$ cat config.mk
export PLATFORM = sky130hd
export DESIGN_NAME = vortex_noc_ctrl_bridge_flat
export DESIGN_NICKNAME = d
export VERILOG_FILES = /design/src/rtl/vortex_noc_ctrl_bridge_if.sv /design/src/rtl/vortex_noc_ctrl_bridge.sv /design/src/flat_wrapper.sv
export SDC_FILE = /design/constraint.sdc
export NUM_CORES = 1
export LEC_CHECK = 0
export ABC_AREA = 1
export BUFFER_PORTS_ARGS = -buffer_cell sky130_fd_sc_hd__buf_2
export CAP_MARGIN = 25
export CORE_MARGIN = 4
export CORE_UTILIZATION = 47
export DETAILED_ROUTE_END_ITERATION = 8
export HOLD_SLACK_MARGIN = 0.02
export PLACE_DENSITY = 0.84
export SYNTH_ARGS = -nofsm -noshare
export SYNTH_HDL_FRONTEND = slang
export SYNTH_SLANG_ARGS = --single-unit
$ cat constraint.sdc
create_clock -name ap_clk -period 1.95 [get_ports ap_clk]
set_clock_uncertainty 0.15 [all_clocks]
set_input_delay 0.585 -clock ap_clk [delete_from_list [all_inputs] [get_ports ap_clk]]
set_output_delay 0.585 -clock ap_clk [all_outputs]
set_load 0.02 [all_outputs]
$ cat src/rtl/vortex_noc_ctrl_bridge_if.sv
// NoC flit ports and AXI4-Lite control master signals of the Vortex control bridge.
// The bridge uses the master modport; the splitter/AFU side uses slave.
interface vortex_noc_ctrl_bridge_if #(
  parameter int NOC_DATA_WIDTH  = 64,
  parameter int CTRL_ADDR_WIDTH = 8,
  parameter int CTRL_DATA_WIDTH = 32
);
  logic                       noc_in_val;
  logic [NOC_DATA_WIDTH-1:0]  noc_in_data;
  logic                       noc_in_rdy;
  logic                       noc_out_val;
  logic [NOC_DATA_WIDTH-1:0]  noc_out_data;
  logic                       noc_out_rdy;

  logic                       m_axi_ctrl_awvalid;
  logic                       m_axi_ctrl_awready;
  logic [CTRL_ADDR_WIDTH-1:0] m_axi_ctrl_awaddr;
  logic                       m_axi_ctrl_wvalid;
  logic                       m_axi_ctrl_wready;
  logic [CTRL_DATA_WIDTH-1:0] m_axi_ctrl_wdata;
  logic [3:0]                 m_axi_ctrl_wstrb;
  logic                       m_axi_ctrl_bvalid;
  logic                       m_axi_ctrl_bready;
  logic [1:0]                 m_axi_ctrl_bresp;
  logic                       m_axi_ctrl_arvalid;
  logic                       m_axi_ctrl_arready;
  logic [CTRL_ADDR_WIDTH-1:0] m_axi_ctrl_araddr;
  logic                       m_axi_ctrl_rvalid;
  logic                       m_axi_ctrl_rready;
  logic [CTRL_DATA_WIDTH-1:0] m_axi_ctrl_rdata;
  logic [1:0]                 m_axi_ctrl_rresp;

  modport master (
    input  noc_in_val, noc_in_data, output noc_in_rdy,
    output noc_out_val, noc_out_data, input noc_out_rdy,
    output m_axi_ctrl_awvalid, m_axi_ctrl_awaddr, input m_axi_ctrl_awready,
    output m_axi_ctrl_wvalid, m_axi_ctrl_wdata, m_axi_ctrl_wstrb, input m_axi_ctrl_wready,
    input  m_axi_ctrl_bvalid, m_axi_ctrl_bresp, output m_axi_ctrl_bready,
    output m_axi_ctrl_arvalid, m_axi_ctrl_araddr, input m_axi_ctrl_arready,
    input  m_axi_ctrl_rvalid, m_axi_ctrl_rdata, m_axi_ctrl_rresp, output m_axi_ctrl_rready
  );

  modport slave (
    output noc_in_val, noc_in_data, input noc_in_rdy,
    input  noc_out_val, noc_out_data, output noc_out_rdy,
    input  m_axi_ctrl_awvalid, m_axi_ctrl_awaddr, output m_axi_ctrl_awready,
    input  m_axi_ctrl_wvalid, m_axi_ctrl_wdata, m_axi_ctrl_wstrb, output m_axi_ctrl_wready,
    output m_axi_ctrl_bvalid, m_axi_ctrl_bresp, input m_axi_ctrl_bready,
    input  m_axi_ctrl_arvalid, m_axi_ctrl_araddr, output m_axi_ctrl_arready,
    output m_axi_ctrl_rvalid, m_axi_ctrl_rdata, m_axi_ctrl_rresp, input m_axi_ctrl_rready
  );
endinterface

$ cat src/rtl/vortex_noc_ctrl_bridge.sv
// Bridges OpenPiton non-cacheable load/store packets to single 32-bit AXI4-Lite
// accesses on the Vortex AFU control slave and returns a two-flit ack packet.
module vortex_noc_ctrl_bridge #(
  parameter int         NOC_DATA_WIDTH  = 64,
  parameter int         CTRL_ADDR_WIDTH = 8,
  parameter int         CTRL_DATA_WIDTH = 32,
  parameter logic [7:0] MSG_NC_LOAD     = 8'd14,
  parameter logic [7:0] MSG_NC_STORE    = 8'd15,
  parameter logic [7:0] MSG_LOAD_ACK    = 8'd26,
  parameter logic [7:0] MSG_STORE_ACK   = 8'd27
) (
  input  logic                            ap_clk,
  input  logic                            ap_rst_n,
  vortex_noc_ctrl_bridge_if.master        bus,
  output logic                            err_pulse
);

  typedef enum logic [3:0] {
    RX_HDR, RX_ADDR, RX_SRC, RX_DATA, DRAIN, AW_W, B, AR, R, TX_HDR, TX_DATA
  } state_t;

  state_t state, state_next;
  state_t drain_tgt, drain_tgt_next;

  logic                       active;
  logic [7:0]                 len_q;
  logic                       is_store;
  logic [7:0]                 tag_q;
  logic [CTRL_ADDR_WIDTH-1:0] addr_q;
  logic [33:0]                src_q;
  logic [CTRL_DATA_WIDTH-1:0] wdata_q;
  logic [CTRL_DATA_WIDTH-1:0] rdata_q;
  logic [1:0]                 resp_q;
  logic [7:0]                 drain_cnt;
  logic                       aw_done, w_done;

  logic                       drain_load;
  logic [7:0]                 drain_load_val;
  logic                       err_set;

  logic       in_fire, out_fire, aw_pend, w_pend, aw_fire, w_fire;
  logic [7:0] hdr_len, hdr_type;
  logic       hdr_ok;

  assign in_fire  = bus.noc_in_val && bus.noc_in_rdy;
  assign out_fire = bus.noc_out_val && bus.noc_out_rdy;
  assign aw_pend  = active && (state == AW_W) && !aw_done;
  assign w_pend   = active && (state == AW_W) && !w_done;
  assign aw_fire  = aw_pend && bus.m_axi_ctrl_awready;
  assign w_fire   = w_pend && bus.m_axi_ctrl_wready;
  assign hdr_len  = bus.noc_in_data[29:22];
  assign hdr_type = bus.noc_in_data[21:14];
  assign hdr_ok   = ((hdr_type == MSG_NC_LOAD)  && (hdr_len >= 8'd2)) ||
                    ((hdr_type == MSG_NC_STORE) && (hdr_len >= 8'd3));

  assign bus.m_axi_ctrl_awaddr = addr_q;
  assign bus.m_axi_ctrl_araddr = addr_q;
  assign bus.m_axi_ctrl_wdata  = wdata_q;

  always_ff @(posedge ap_clk or negedge ap_rst_n) begin
    if (!ap_rst_n) state <= RX_HDR;
    else           state <= state_next;
  end

  // All handshake outputs are held low until the first clock after reset release.
  always_comb begin
    state_next          = state;
    drain_tgt_next      = drain_tgt;
    drain_load          = 1'b0;
    drain_load_val      = 8'd0;
    err_set             = 1'b0;
    bus.noc_in_rdy      = 1'b0;
    bus.noc_out_val     = 1'b0;
    bus.noc_out_data    = '0;
    bus.m_axi_ctrl_awvalid = aw_pend;
    bus.m_axi_ctrl_wvalid  = w_pend;
    bus.m_axi_ctrl_wstrb   = w_pend ? 4'hF : 4'h0;
    bus.m_axi_ctrl_bready  = 1'b0;
    bus.m_axi_ctrl_arvalid = 1'b0;
    bus.m_axi_ctrl_rready  = 1'b0;
    if (active) begin
      case (state)
        RX_HDR: begin
          bus.noc_in_rdy = 1'b1;
          if (in_fire) begin
            if (hdr_ok) begin
              state_next = RX_ADDR;
            end else begin
              err_set = 1'b1;
              if (hdr_len != 8'd0) begin
                state_next     = DRAIN;
                drain_load     = 1'b1;
                drain_load_val = hdr_len;
                drain_tgt_next = RX_HDR;
              end
            end
          end
        end
        RX_ADDR: begin
          bus.noc_in_rdy = 1'b1;
          if (in_fire) state_next = RX_SRC;
        end
        RX_SRC: begin
          bus.noc_in_rdy = 1'b1;
          if (in_fire) begin
            if (is_store) begin
              state_next = RX_DATA;
            end else if (len_q == 8'd2) begin
              state_next = AR;
            end else begin
              state_next     = DRAIN;
              drain_load     = 1'b1;
              drain_load_val = len_q - 8'd2;
              drain_tgt_next = AR;
            end
          end
        end
        RX_DATA: begin
          bus.noc_in_rdy = 1'b1;
          if (in_fire) begin
            if (len_q == 8'd3) begin
              state_next = AW_W;
            end else begin
              state_next     = DRAIN;
              drain_load     = 1'b1;
              drain_load_val = len_q - 8'd3;
              drain_tgt_next = AW_W;
            end
          end
        end
        DRAIN: begin
          bus.noc_in_rdy = 1'b1;
          if (in_fire && (drain_cnt == 8'd1)) state_next = drain_tgt;
        end
        AW_W: begin
          if ((aw_done || aw_fire) && (w_done || w_fire)) state_next = B;
        end
        B: begin
          bus.m_axi_ctrl_bready = 1'b1;
          if (bus.m_axi_ctrl_bvalid) state_next = TX_HDR;
        end
        AR: begin
          bus.m_axi_ctrl_arvalid = 1'b1;
          if (bus.m_axi_ctrl_arready) state_next = R;
        end
        R: begin
          bus.m_axi_ctrl_rready = 1'b1;
          if (bus.m_axi_ctrl_rvalid) state_next = TX_HDR;
        end
        TX_HDR: begin
          bus.noc_out_val  = 1'b1;
          bus.noc_out_data = {src_q, 8'd1, (is_store ? MSG_STORE_ACK : MSG_LOAD_ACK), tag_q, 6'd0};
          if (bus.noc_out_rdy) state_next = TX_DATA;
        end
        TX_DATA: begin
          bus.noc_out_val  = 1'b1;
          bus.noc_out_data = is_store ? '0 : {rdata_q, rdata_q};
          if (out_fire) begin
            state_next = RX_HDR;
            err_set    = (resp_q != 2'b00);
          end
        end
        default: state_next = RX_HDR;
      endcase
    end
  end

  // Packet fields, AXI payload and the AW/W acceptance flags.
  always_ff @(posedge ap_clk or negedge ap_rst_n) begin
    if (!ap_rst_n) begin
      active    <= 1'b0;
      err_pulse <= 1'b0;
      len_q     <= '0;
      is_store  <= 1'b0;
      tag_q     <= '0;
      addr_q    <= '0;
      src_q     <= '0;
      wdata_q   <= '0;
      rdata_q   <= '0;
      resp_q    <= '0;
      drain_cnt <= '0;
      drain_tgt <= RX_HDR;
      aw_done   <= 1'b0;
      w_done    <= 1'b0;
    end else begin
      active    <= 1'b1;
      err_pulse <= err_set;
      drain_tgt <= drain_tgt_next;
      if (drain_load)                     drain_cnt <= drain_load_val;
      else if (state == DRAIN && in_fire) drain_cnt <= drain_cnt - 8'd1;
      if (in_fire) begin
        case (state)
          RX_HDR: begin
            len_q    <= hdr_len;
            is_store <= (hdr_type == MSG_NC_STORE);
            tag_q    <= bus.noc_in_data[13:6];
          end
          RX_ADDR: addr_q  <= {bus.noc_in_data[CTRL_ADDR_WIDTH-1:2], 2'b00};
          RX_SRC:  src_q   <= bus.noc_in_data[63:30];
          RX_DATA: wdata_q <= bus.noc_in_data[CTRL_DATA_WIDTH-1:0];
          default: ;
        endcase
      end
      if (aw_fire) aw_done <= 1'b1;
      if (w_fire)  w_done  <= 1'b1;
      if (state == AW_W && state_next == B) begin
        aw_done <= 1'b0;
        w_done  <= 1'b0;
      end
      if (state == B && bus.m_axi_ctrl_bvalid) resp_q <= bus.m_axi_ctrl_bresp;
      if (state == R && bus.m_axi_ctrl_rvalid) begin
        rdata_q <= bus.m_axi_ctrl_rdata;
        resp_q  <= bus.m_axi_ctrl_rresp;
      end
    end
  end

endmodule

$ cat src/flat_wrapper.sv
// flat-port wrapper written by rule: the top's interface ports become plain ports
module vortex_noc_ctrl_bridge_flat 
#(
  parameter int         NOC_DATA_WIDTH  = 64,
  parameter int         CTRL_ADDR_WIDTH = 8,
  parameter int         CTRL_DATA_WIDTH = 32,
  parameter logic [7:0] MSG_NC_LOAD     = 8'd14,
  parameter logic [7:0] MSG_NC_STORE    = 8'd15,
  parameter logic [7:0] MSG_LOAD_ACK    = 8'd26,
  parameter logic [7:0] MSG_STORE_ACK   = 8'd27
)
  (ap_clk, ap_rst_n, err_pulse, bus_noc_in_val, bus_noc_in_data, bus_noc_in_rdy, bus_noc_out_val, bus_noc_out_data, bus_noc_out_rdy, bus_m_axi_ctrl_awvalid, bus_m_axi_ctrl_awaddr, bus_m_axi_ctrl_awready, bus_m_axi_ctrl_wvalid, bus_m_axi_ctrl_wdata, bus_m_axi_ctrl_wstrb, bus_m_axi_ctrl_wready, bus_m_axi_ctrl_bvalid, bus_m_axi_ctrl_bresp, bus_m_axi_ctrl_bready, bus_m_axi_ctrl_arvalid, bus_m_axi_ctrl_araddr, bus_m_axi_ctrl_arready, bus_m_axi_ctrl_rvalid, bus_m_axi_ctrl_rdata, bus_m_axi_ctrl_rresp, bus_m_axi_ctrl_rready);
  vortex_noc_ctrl_bridge_if #(.NOC_DATA_WIDTH(NOC_DATA_WIDTH), .CTRL_ADDR_WIDTH(CTRL_ADDR_WIDTH), .CTRL_DATA_WIDTH(CTRL_DATA_WIDTH)) bus_i ();
  input  logic ap_clk;
  input  logic ap_rst_n;
  output logic err_pulse;
  input wire logic [$bits(bus_i.noc_in_val)-1:0] bus_noc_in_val;
  input wire logic [$bits(bus_i.noc_in_data)-1:0] bus_noc_in_data;
  output wire logic [$bits(bus_i.noc_in_rdy)-1:0] bus_noc_in_rdy;
  output wire logic [$bits(bus_i.noc_out_val)-1:0] bus_noc_out_val;
  output wire logic [$bits(bus_i.noc_out_data)-1:0] bus_noc_out_data;
  input wire logic [$bits(bus_i.noc_out_rdy)-1:0] bus_noc_out_rdy;
  output wire logic [$bits(bus_i.m_axi_ctrl_awvalid)-1:0] bus_m_axi_ctrl_awvalid;
  output wire logic [$bits(bus_i.m_axi_ctrl_awaddr)-1:0] bus_m_axi_ctrl_awaddr;
  input wire logic [$bits(bus_i.m_axi_ctrl_awready)-1:0] bus_m_axi_ctrl_awready;
  output wire logic [$bits(bus_i.m_axi_ctrl_wvalid)-1:0] bus_m_axi_ctrl_wvalid;
  output wire logic [$bits(bus_i.m_axi_ctrl_wdata)-1:0] bus_m_axi_ctrl_wdata;
  output wire logic [$bits(bus_i.m_axi_ctrl_wstrb)-1:0] bus_m_axi_ctrl_wstrb;
  input wire logic [$bits(bus_i.m_axi_ctrl_wready)-1:0] bus_m_axi_ctrl_wready;
  input wire logic [$bits(bus_i.m_axi_ctrl_bvalid)-1:0] bus_m_axi_ctrl_bvalid;
  input wire logic [$bits(bus_i.m_axi_ctrl_bresp)-1:0] bus_m_axi_ctrl_bresp;
  output wire logic [$bits(bus_i.m_axi_ctrl_bready)-1:0] bus_m_axi_ctrl_bready;
  output wire logic [$bits(bus_i.m_axi_ctrl_arvalid)-1:0] bus_m_axi_ctrl_arvalid;
  output wire logic [$bits(bus_i.m_axi_ctrl_araddr)-1:0] bus_m_axi_ctrl_araddr;
  input wire logic [$bits(bus_i.m_axi_ctrl_arready)-1:0] bus_m_axi_ctrl_arready;
  input wire logic [$bits(bus_i.m_axi_ctrl_rvalid)-1:0] bus_m_axi_ctrl_rvalid;
  input wire logic [$bits(bus_i.m_axi_ctrl_rdata)-1:0] bus_m_axi_ctrl_rdata;
  input wire logic [$bits(bus_i.m_axi_ctrl_rresp)-1:0] bus_m_axi_ctrl_rresp;
  output wire logic [$bits(bus_i.m_axi_ctrl_rready)-1:0] bus_m_axi_ctrl_rready;
  assign bus_i.noc_in_val = bus_noc_in_val;
  assign bus_i.noc_in_data = bus_noc_in_data;
  assign bus_noc_in_rdy = bus_i.noc_in_rdy;
  assign bus_noc_out_val = bus_i.noc_out_val;
  assign bus_noc_out_data = bus_i.noc_out_data;
  assign bus_i.noc_out_rdy = bus_noc_out_rdy;
  assign bus_m_axi_ctrl_awvalid = bus_i.m_axi_ctrl_awvalid;
  assign bus_m_axi_ctrl_awaddr = bus_i.m_axi_ctrl_awaddr;
  assign bus_i.m_axi_ctrl_awready = bus_m_axi_ctrl_awready;
  assign bus_m_axi_ctrl_wvalid = bus_i.m_axi_ctrl_wvalid;
  assign bus_m_axi_ctrl_wdata = bus_i.m_axi_ctrl_wdata;
  assign bus_m_axi_ctrl_wstrb = bus_i.m_axi_ctrl_wstrb;
  assign bus_i.m_axi_ctrl_wready = bus_m_axi_ctrl_wready;
  assign bus_i.m_axi_ctrl_bvalid = bus_m_axi_ctrl_bvalid;
  assign bus_i.m_axi_ctrl_bresp = bus_m_axi_ctrl_bresp;
  assign bus_m_axi_ctrl_bready = bus_i.m_axi_ctrl_bready;
  assign bus_m_axi_ctrl_arvalid = bus_i.m_axi_ctrl_arvalid;
  assign bus_m_axi_ctrl_araddr = bus_i.m_axi_ctrl_araddr;
  assign bus_i.m_axi_ctrl_arready = bus_m_axi_ctrl_arready;
  assign bus_i.m_axi_ctrl_rvalid = bus_m_axi_ctrl_rvalid;
  assign bus_i.m_axi_ctrl_rdata = bus_m_axi_ctrl_rdata;
  assign bus_i.m_axi_ctrl_rresp = bus_m_axi_ctrl_rresp;
  assign bus_m_axi_ctrl_rready = bus_i.m_axi_ctrl_rready;
  vortex_noc_ctrl_bridge #(.NOC_DATA_WIDTH(NOC_DATA_WIDTH), .CTRL_ADDR_WIDTH(CTRL_ADDR_WIDTH), .CTRL_DATA_WIDTH(CTRL_DATA_WIDTH), .MSG_NC_LOAD(MSG_NC_LOAD), .MSG_NC_STORE(MSG_NC_STORE), .MSG_LOAD_ACK(MSG_LOAD_ACK), .MSG_STORE_ACK(MSG_STORE_ACK)) u_core (.ap_clk(ap_clk), .ap_rst_n(ap_rst_n), .bus(bus_i), .err_pulse(err_pulse));
endmodule
# Word-level counts from Yosys, hierarchy flattened
# Cells that the tools add are included.
[totals]
elab_cells = 154
mem_bits_ro = 0
reg_bits = 143
output_inout_bits = 124
ram_bits = 0
input_bits = 109
latchBits = 0
n_memories = 0
[op_classes]
addsub = 3
multipliers = 0
n_div = 0
n_reduce_logical = 35
order_cmp = 2
eq_ne = 24
mux = 75
shift = 0
bitwise_logic = 0
[op_table]
columns = ["cell", "count"]
rows = [
  ["$mux W64", 2],
  ["$pmux W64 S2", 1],
  ["$mux W4", 24],
  ["$mux W8", 11],
  ["$pmux W4 S11", 1],
  ["$mux W1", 29],
  ["$pmux W8 S3", 1],
  ["$eq A4 B3 Y1 const B", 5],
  ["$eq A8 B2 Y1 const B", 2],
  ["$eq A8 B4 Y1 const B", 2],
  ["$ge A8 B2 Y1 const B", 2],
  ["$sub A8 B2 Y8 const B", 2],
  ["$logic_and A1 B1 Y1", 15],
  ["$eq A4 B4 Y1 const B", 3],
  ["$pmux W4 S3", 1],
  ["$reduce_and A10 Y1", 1],
  ["$reduce_bool A2 Y1", 5],
  ["$eq A4 B2 Y1 const B", 2],
  ["$eq A8 B1 Y1 const B", 1],
  ["$ne A2 B1 Y1 const B", 4],
  ["$ne A2 B2 Y1 const B", 4],
  ["$reduce_and A2 Y1", 4],
  ["$reduce_bool A8 Y1", 1],
  ["$sub A8 B1 Y8 const B", 1],
  ["10 further kinds", 15],
]

# Depth between registers and ports, before layout
# Gate-level depths: netlist of run 1.
[depth]
word_depth = 12
ltp_mapped = 14

# Worst setup path after synthesis of run 1
# Ideal clock, no wire load.
[synth_path]
path_type = "reg-to-output"
start = "register u_core.state[2]"
end = "output bus_noc_out_data[56]"
required_time_ns = 1.215
t_arrival_ns = 1.944
setup_slack_ns = -0.729
stages_incl_launch_ff = 7
n_path_buf = 0
cell_sequence = "dfrtp_1 > nor2_4 > inv_2 > nor2_4 > inv_2 > nor4_1 > a31o_1"
[synth_via]
elab_chain_len = 3
[synth_rtl]
columns = ["item", "line_no", "source"]
rows = [
  ["start, declared", "vortex_noc_ctrl_bridge.sv:22", "state_t state, state_next;"],
  ["start signal, assigned", "vortex_noc_ctrl_bridge.sv:62", "else state <= state_next;"],
  ["$eq A4 B4 Y1", "vortex_noc_ctrl_bridge.sv:82", "case (state)"],
  ["$pmux W64 S2 *", "vortex_noc_ctrl_bridge.sv:82", ""],
  ["$mux W64 *", "vortex_noc_ctrl_bridge.sv:81", "if (active) begin"],
  ["end, declared", "flat_wrapper.sv:21", "output wire logic [$bits(bus_i.noc_out_data)-1:0] bus_noc_out_data;"],
]
# Every way passes the cells marked *; elsewhere a longest branch is shown, timed or not.

# Worst setup path in the final report of run 1
[layout_path]
start = "register u_core.state[3]"
end = "output bus_noc_out_data[62]"
# The elaborated chain is that of the path after synthesis.

==> run_results.csv, run 1 <==
group,metric,value,unit
detailed_routing,ant_nets,0,
timing,relSlewSlack,56.9,%
grt,grt_use_total,29.6,%
cells_and_area,drive_above_1_share,56.8,%
place,dp_hpwl,17200,um
floorplanning,dieHeight,133,um
setup_path,startpoint_type,"flop",
timing,tightest_slew,0.640,ns
grt,first_global_vias,7905,
detailed_routing,drc,0,
clocking,clkTransAtPathRegs,0.06,ns
floorplanning,io_pins,233,
power_and_ir_drop,vdd_drop_max,0.962,mV
clocking,cts_buffer_depth,2,
setup_path,crit_type,"reg2out",
grt,antenna_found_initial,3,
detailed_routing,vias,8341,
run,timing.max_cap.violations,0,
yosys,ys_seq_elements,141,
timing,drv_slew,0,
setup_path,path_common_cell,"nor2_4",
place,place.gp.congestion,0.923,
yosys,netlist-cell-type-count,42,
power_and_ir_drop,power_density,1310,mW/mm^2
cells_and_area,fill_cells,829,
floorplanning,fp.coreArea,0.0153,sq mm
grt,grt_max_degree,56,
setup_path,max_stage_delay,0.39,ns
setup_path,critPathRequiredTime,1.21,ns
timing,hold_violations,0,
cells_and_area,final_nets,1314,
timing,fin_tns_setup,-61.42,ns
run_status,violations,"negative setup slack",
floorplanning,die_w,133,um
timing,hold_ws,0.218,ns
detailed_routing,viasPerCell,5.85,
setup_path,critPathMaxFanout,5,
setup_path,reg2reg_slack,-0.36,ns
setup_path,arrival,2.07,ns
clocking,cts_tree,"done",
timing,rsz0062_at_grt,"yes",
grt,grt_pass1_wl,41600,um
timing,period_share,144,%
run_status,run_status,"finished with violations",
floorplanning,row_count,45,
detailed_routing,drt_pass1_iterations,8,
floorplanning,start_util,48.2,%
timing,period_needed,2.80,ns
yosys,synth_ff_type,"dfrtp_1",
timing,setup_viol,164,
yosys,synth_cells,861,
yosys,synth_warnings,0,
clocking,cts_buffers,17,
clocking,htree_levels,4,
detailed_routing,wl,32500,um
yosys,synthesis.area,0.00737,sq mm
clocking,clk-insertion-delay-late,0.42,ns
yosys,async_flop_share,100,%
grt,grt-ovfl-total,0,
clocking,root_buffer,"clkbuf_16",
min_path,hold_class,"in2reg",
yosys,ys_seq_area_share,47.8,%
yosys,synth_edf_count,0,
timing,fmax,357,MHz
setup_path,end_kind,"output port",
yosys,syn_avg_cell_area,8.57,sq um
floorplanning,dieArea,0.0178,sq mm
place,port_buffers,228,
detailed_routing,drt_iter0_markers,913,
setup_path,path_cells,"inv_2, nor2_4, inv_2, nor2_4, inv_4, nor2_4, buf_6, nand2_4, a21oi_4, buf_6",
clocking,cts.sinks,141,
setup_path,slowest_stage,"dfrtp_1",
power_and_ir_drop,leakage,5.86,nW
timing,layout_setup_ws,-0.854,ns
cells_and_area,area_growth,67.7,%
detailed_routing,wl_per_cell,22.8,um
worst max-delay path: cells and delay by family (launching register included):
kind,cells,cell delay (ns)
buffers and inverters,5,0.53
flip-flops,1,0.39
AO/OA/AOI/OAI,1,0.21
AND/OR/NAND/NOR,4,0.51
cells in the final DEF (no fill, tap or decap), drive strengths merged, types with 5 or more instances in the layout:
| master | count |
|---|---|
| nor2 | 82 |
| ha | 6 |
| buf | 353 |
| clkbuf | 27 |
| conb | 5 |
| o21ai | 62 |
| mux2 | 63 |
| nand3 | 50 |
| inv | 77 |
| xor2 | 9 |
| nand2 | 234 |
| nor3 | 16 |
| clkinvlp | 5 |
| a21oi | 55 |
| dfrtp | 141 |
cell families (layout without fill, tap and decap cells):
| kind of cell | Yosys count | in the layout | synth area share (%) |
|---|---|---|---|
| simple gates | 387 | 389 | 23.2 |
| flops | 141 | 141 | 47.8 |
| compound gates | 127 | 127 | 8.99 |
| buf+inv | 122 | 468 | 7.65 |
| mux | 63 | 63 | 9.62 |
| xor+xnor | 13 | 13 | 1.54 |
| fa+ha+maj | 6 | 6 | 1.02 |
| other cells | 2 | 7 | 0.102 |
what timing repair did:
action	CTS	global route
hold buffers	1	0
buffers inserted	12	22
endpoints found under the hold margin	29	0
pin swaps	8	33
gates resized for setup	196	183
setup endpoints to repair	112	165
gates cloned	3	12
synth_stat cells (2+ instances only):
library cell / count / area, sq um
nor3_2: 2 / 20.0
o22ai_1: 3 / 18.8
inv_2: 13 / 48.8
conb_1: 2 / 7.51
xor2_1: 9 / 78.8
buf_2: 13 / 65.1
clkbuf_1: 11 / 41.3
nand3b_1: 2 / 15.0
nor2_1: 67 / 251
inv_4: 2 / 12.5
mux2_2: 63 / 709
nand2_2: 4 / 25.0
clkbuf_2: 2 / 10.0
dfrtp_1: 141 / 3530
xnor2_1: 4 / 35.0
o211ai_1: 2 / 15.0
a21oi_1: 54 / 270
o21ai_0: 61 / 305
nand2_4: 4 / 45.0
nor3_1: 13 / 65.1
nand2_1: 225 / 845
buf_4: 18 / 135
ha_1: 6 / 75.1
buf_6: 2 / 22.5
nor2_4: 7 / 78.8
nand3_1: 49 / 245
inv_1: 59 / 221
nand4_1: 4 / 25.0
nor2_2: 6 / 37.5
cell type report:
type                    count  area, sq um  share of cell area, %
inverters                  75          319                   2.58
clock inverters            12          138                   1.11
multi-input cells         603         4630                   37.5
diodes                      2         5.00                 0.0405
well taps                 211          264                   2.14
clock buffers              20          447                   3.61
flip-flops and latches    141         3530                   28.5
repair buffers            361         3030                   24.5
worst paths after layout:
check / cells after the start / end / start
worst min register to register: 2 / u_core.bus.m_axi_ctrl_wdata[31]$_DFFE_PN0P_ / u_core.bus.m_axi_ctrl_wdata[31]$_DFFE_PN0P_
worst min-delay path: 3 / u_core.bus.m_axi_ctrl_wdata[1]$_DFFE_PN0P_ / bus_noc_in_data[1]
max in group asynchronous: 3 / u_core.rdata_q[3]$_DFFE_PN0P_ / ap_rst_n
worst max-delay path: 10 / bus_noc_out_data[62] / u_core.state[3]$_DFF_PN0_
worst max register to register: 6 / u_core.state[3]$_DFF_PN0_ / u_core.active$_DFF_PN0_
min in group asynchronous: 2 / u_core.src_q[30]$_DFFE_PN0P_ / ap_rst_n
metal layers:
metal,track usage (%),part of all wire (%)
met5,0,0.022
met4,15.9,7.8
met3,6.12,8.6
met2,51.0,49
met1,34.6,35
sequential cells by signal, summed over array words and instances (netlist names):
register / flops
u_core.active: 1
u_core.aw_done: 1
u_core.bus.m_axi_ctrl_araddr: 6
u_core.bus.m_axi_ctrl_wdata: 32
u_core.drain_cnt: 8
u_core.drain_tgt: 2
u_core.err_pulse: 1
u_core.is_store: 1
u_core.len_q: 8
u_core.rdata_q: 32
u_core.resp_q: 2
u_core.src_q: 34
u_core.state: 4
u_core.tag_q: 8
u_core.w_done: 1
metrics by stage:
| step | cells | cell area, sq um | setup slack [ns] | power, mW | util [%] |
|---|---|---|---|---|---|
| floorplan | 864 | 8090 | -0.315 | 8.76 | - |
| CTS | 1394 | 11500 | -0.716 | 14.6 | 75.1 |
| global placement | 1347 | 10100 | -0.267 | 10.6 | 65.7 |
| detailed placement | 1347 | 10100 | -0.287 | 10.8 | 65.7 |
| global route | 1425 | 12400 | -0.944 | 16.9 | 80.7 |
| finish | 1425 | 12400 | -0.854 | 16.2 | 80.7 |
where the power goes:
group / switching, mW / internal [mW]
registers: 1.23 / 4.31
clock network: 1.39 / 1.93
logic: 4.28 / 3.08
No activity file was read; power rests on OpenSTA's default activity.
==> inputs of run 2 (changes only) <==
- CTS_CLUSTER_SIZE: default -> 25
- TNS_END_PERCENT: default -> 5
==> run 2 against run 1 <==
Effect of this change: the flow still finishes with violations (negative setup slack); maximum frequency grew 5.9%; clock-buffer cell count is the same; clock power shrank 2%; global-route usage shrank 3.8 points; via count shrank 14%; sequential share of layout area grew 5.0 points; register-to-register slack gained 0.22 ns; critical path depth shrank 1; cell area shrank 15%; core utilization shrank 12 points; largest power group unchanged.
==> run_results.csv, run 2 (synthesized netlist as in run 1, its figures left out) <==
group,metric,value,unit
clocking,clk-insertion-delay-late,0.42,ns
clocking,cts_buffers,17,
setup_path,crit_type,"reg2out",
cells_and_area,mostFrequentLayoutCells,"209 x nand2_1, 176 x buf_2, 139 x dfrtp_1",
setup_path,critPathMaxFanout,15,
run_status,run_status,"finished with violations",
timing,rsz0062_at_grt,"yes",
detailed_routing,vias,7182,
detailed_routing,viasPerCell,5.25,
grt,grt-ovfl-total,0,
min_path,hold_class,"in2reg",
cells_and_area,regMostFlops,"u_core.src_q",
cells_and_area,area_growth,42.8,%
setup_path,critPathRequiredTime,1.21,ns
clocking,clkTransAtPathRegs,0.06,ns
cells_and_area,fin_cells,1367,
setup_path,end_kind,"output port",
floorplanning,dieArea,0.0178,sq mm
timing,drv_slew,0,
cells_and_area,final-seq-area,0.00353,sq mm
clocking,cts.sinks,141,
timing,fmax,378,MHz
floorplanning,fp.coreArea,0.0153,sq mm
timing,layout_setup_ws,-0.698,ns
timing,hold_ws,0.213,ns
place,dp_hpwl,16700,um
detailed_routing,drt_iter0_markers,523,
power_and_ir_drop,leakage,5.31,nW
timing,setup_viol,99,
clocking,cts_buffer_depth,2,
grt,grt_max_degree,56,
floorplanning,io_pins,233,
cells_and_area,multi_input_area,0.00373,sq mm
floorplanning,row_count,45,
place,port_buffers,228,
setup_path,startpoint,"u_core.state[2]$_DFF_PN0_",
power_and_ir_drop,power_density,1350,mW/mm^2
cells_and_area,final_nets,1257,
cells_and_area,fill_cells,1154,
detailed_routing,ant_nets,0,
timing,period_share,136,%
setup_path,arrival,1.91,ns
min_path,worstHoldStart,"bus_noc_in_data[1]",
timing,fin_tns_setup,-44.07,ns
grt,grt_use_total,25.8,%
grt,first_global_vias,7225,
place,dpl.cell_count,1331,
clocking,cts_tree,"done",
cells_and_area,largest_reg_flops,34,
clocking,htree_levels,4,
timing,hold_violations,0,
floorplanning,start_util,48.2,%
detailed_routing,wl_per_cell,17.4,um
floorplanning,die_w,133,um
grt,grt_pass1_wl,36500,um
setup_path,startpoint_type,"flop",
run_status,violations,"negative setup slack",
detailed_routing,drt_pass1_iterations,5,
power_and_ir_drop,power,14.2,mW
grt,antenna_found_initial,1,
setup_path,regToRegStartpoint,"u_core.state[1]$_DFF_PN0_",
clocking,root_buffer,"clkbuf_16",
detailed_routing,wl,23800,um
power_and_ir_drop,vdd_drop_max,0.989,mV
cells_and_area,drive_above_1_share,44.4,%
place,place.gp.congestion,0.943,
cells_and_area,final_area,0.0105,sq mm
run,timing.max_cap.violations,0,
place,dpl_cell_area,0.00957,sq mm
detailed_routing,drc,0,
clocking,cts_setup_buffers,0,
cells_and_area,layout_commonest_cell,"nand2_1",
timing,period_needed,2.65,ns
floorplanning,dieHeight,133,um
-- run 2: cell count changes in the layout (fill, tap and decap cells not counted), moves of 20 or more --
cell	change
buf_6	-57
nand2_1	+55
nand2_2	-42
o21ai_0	+35
buf_2	+24
a21oi_4	-23
nor2_1	+23
nor2_4	-23
o21ai_1	-20
-- run 2: cell type report --
class / count / share of cell area [%]
multi-input cells: 601 / 35.4
flip-flops and latches: 141 / 33.5
repair buffers: 306 / 20.0
clock buffers: 20 / 4.34
inverters: 75 / 2.86
well taps: 211 / 2.51
clock inverters: 12 / 1.28
diodes: 1 / 0.0238
-- run 2: worst max-delay path, stage by stage, from the launching register on --
cell and delay, ns:
dfrtp_2 0.42, nor2_4 0.13, inv_2 0.06, nor2_4 0.12
inv_4 0.05, nor2_4 0.09, buf_12 0.17, nand2_2 0.12
a21oi_4 0.17, buf_4 0.16
-- run 2: worst paths after layout --
kind / endpoint / slack [ns] / cells after the start
min in group asynchronous: u_core.len_q[6]$_DFFE_PN0P_ / 0.49 / 2
max in group asynchronous: u_core.rdata_q[21]$_DFFE_PN0P_ / 0.60 / 3
max reg2reg: u_core.drain_cnt[2]$_DFFE_PN0P_ / -0.14 / 12
min: u_core.bus.m_axi_ctrl_wdata[1]$_DFFE_PN0P_ / 0.21 / 3
min reg2reg: u_core.bus.m_axi_ctrl_wdata[30]$_DFFE_PN0P_ / 0.33 / 2
max: bus_noc_out_data[14] / -0.70 / 9
-- run 2: layer usage --
| layer | up-vias | GRT usage, % | part of all wire [%] |
|---|---|---|---|
| met4 | 0 | 9.94 | 3.2 |
| li1 | 3349 | - | - |
| met1 | 3443 | 31.2 | 39 |
| met3 | 60 | 7.18 | 7.1 |
| met2 | 330 | 43.9 | 51 |
| met5 | - | 0 | 0 |
-- run 2: power breakdown --
group          internal (mW)  switching [mW]  leakage, nW
sequential              4.31           0.961         1.80
clock                   1.96            1.31        0.291
combinational           2.37            3.29         3.22
-- run 2: per-stage QoR --
stage	worst slack, ns	utilization [%]
after floorplan	-0.315	-
after global placement	-0.260	62.5
after detailed placement	-0.286	62.5
after CTS	-0.698	67.5
after global routing	-0.785	68.8
final	-0.698	68.8
-- run 2: timing repair --
action,CTS,global route
gates cloned,0,2
pin swaps,0,2
hold buffers,1,0
resized for setup,57,47
setup endpoints to repair,116,163
hold endpoints to repair,27,0
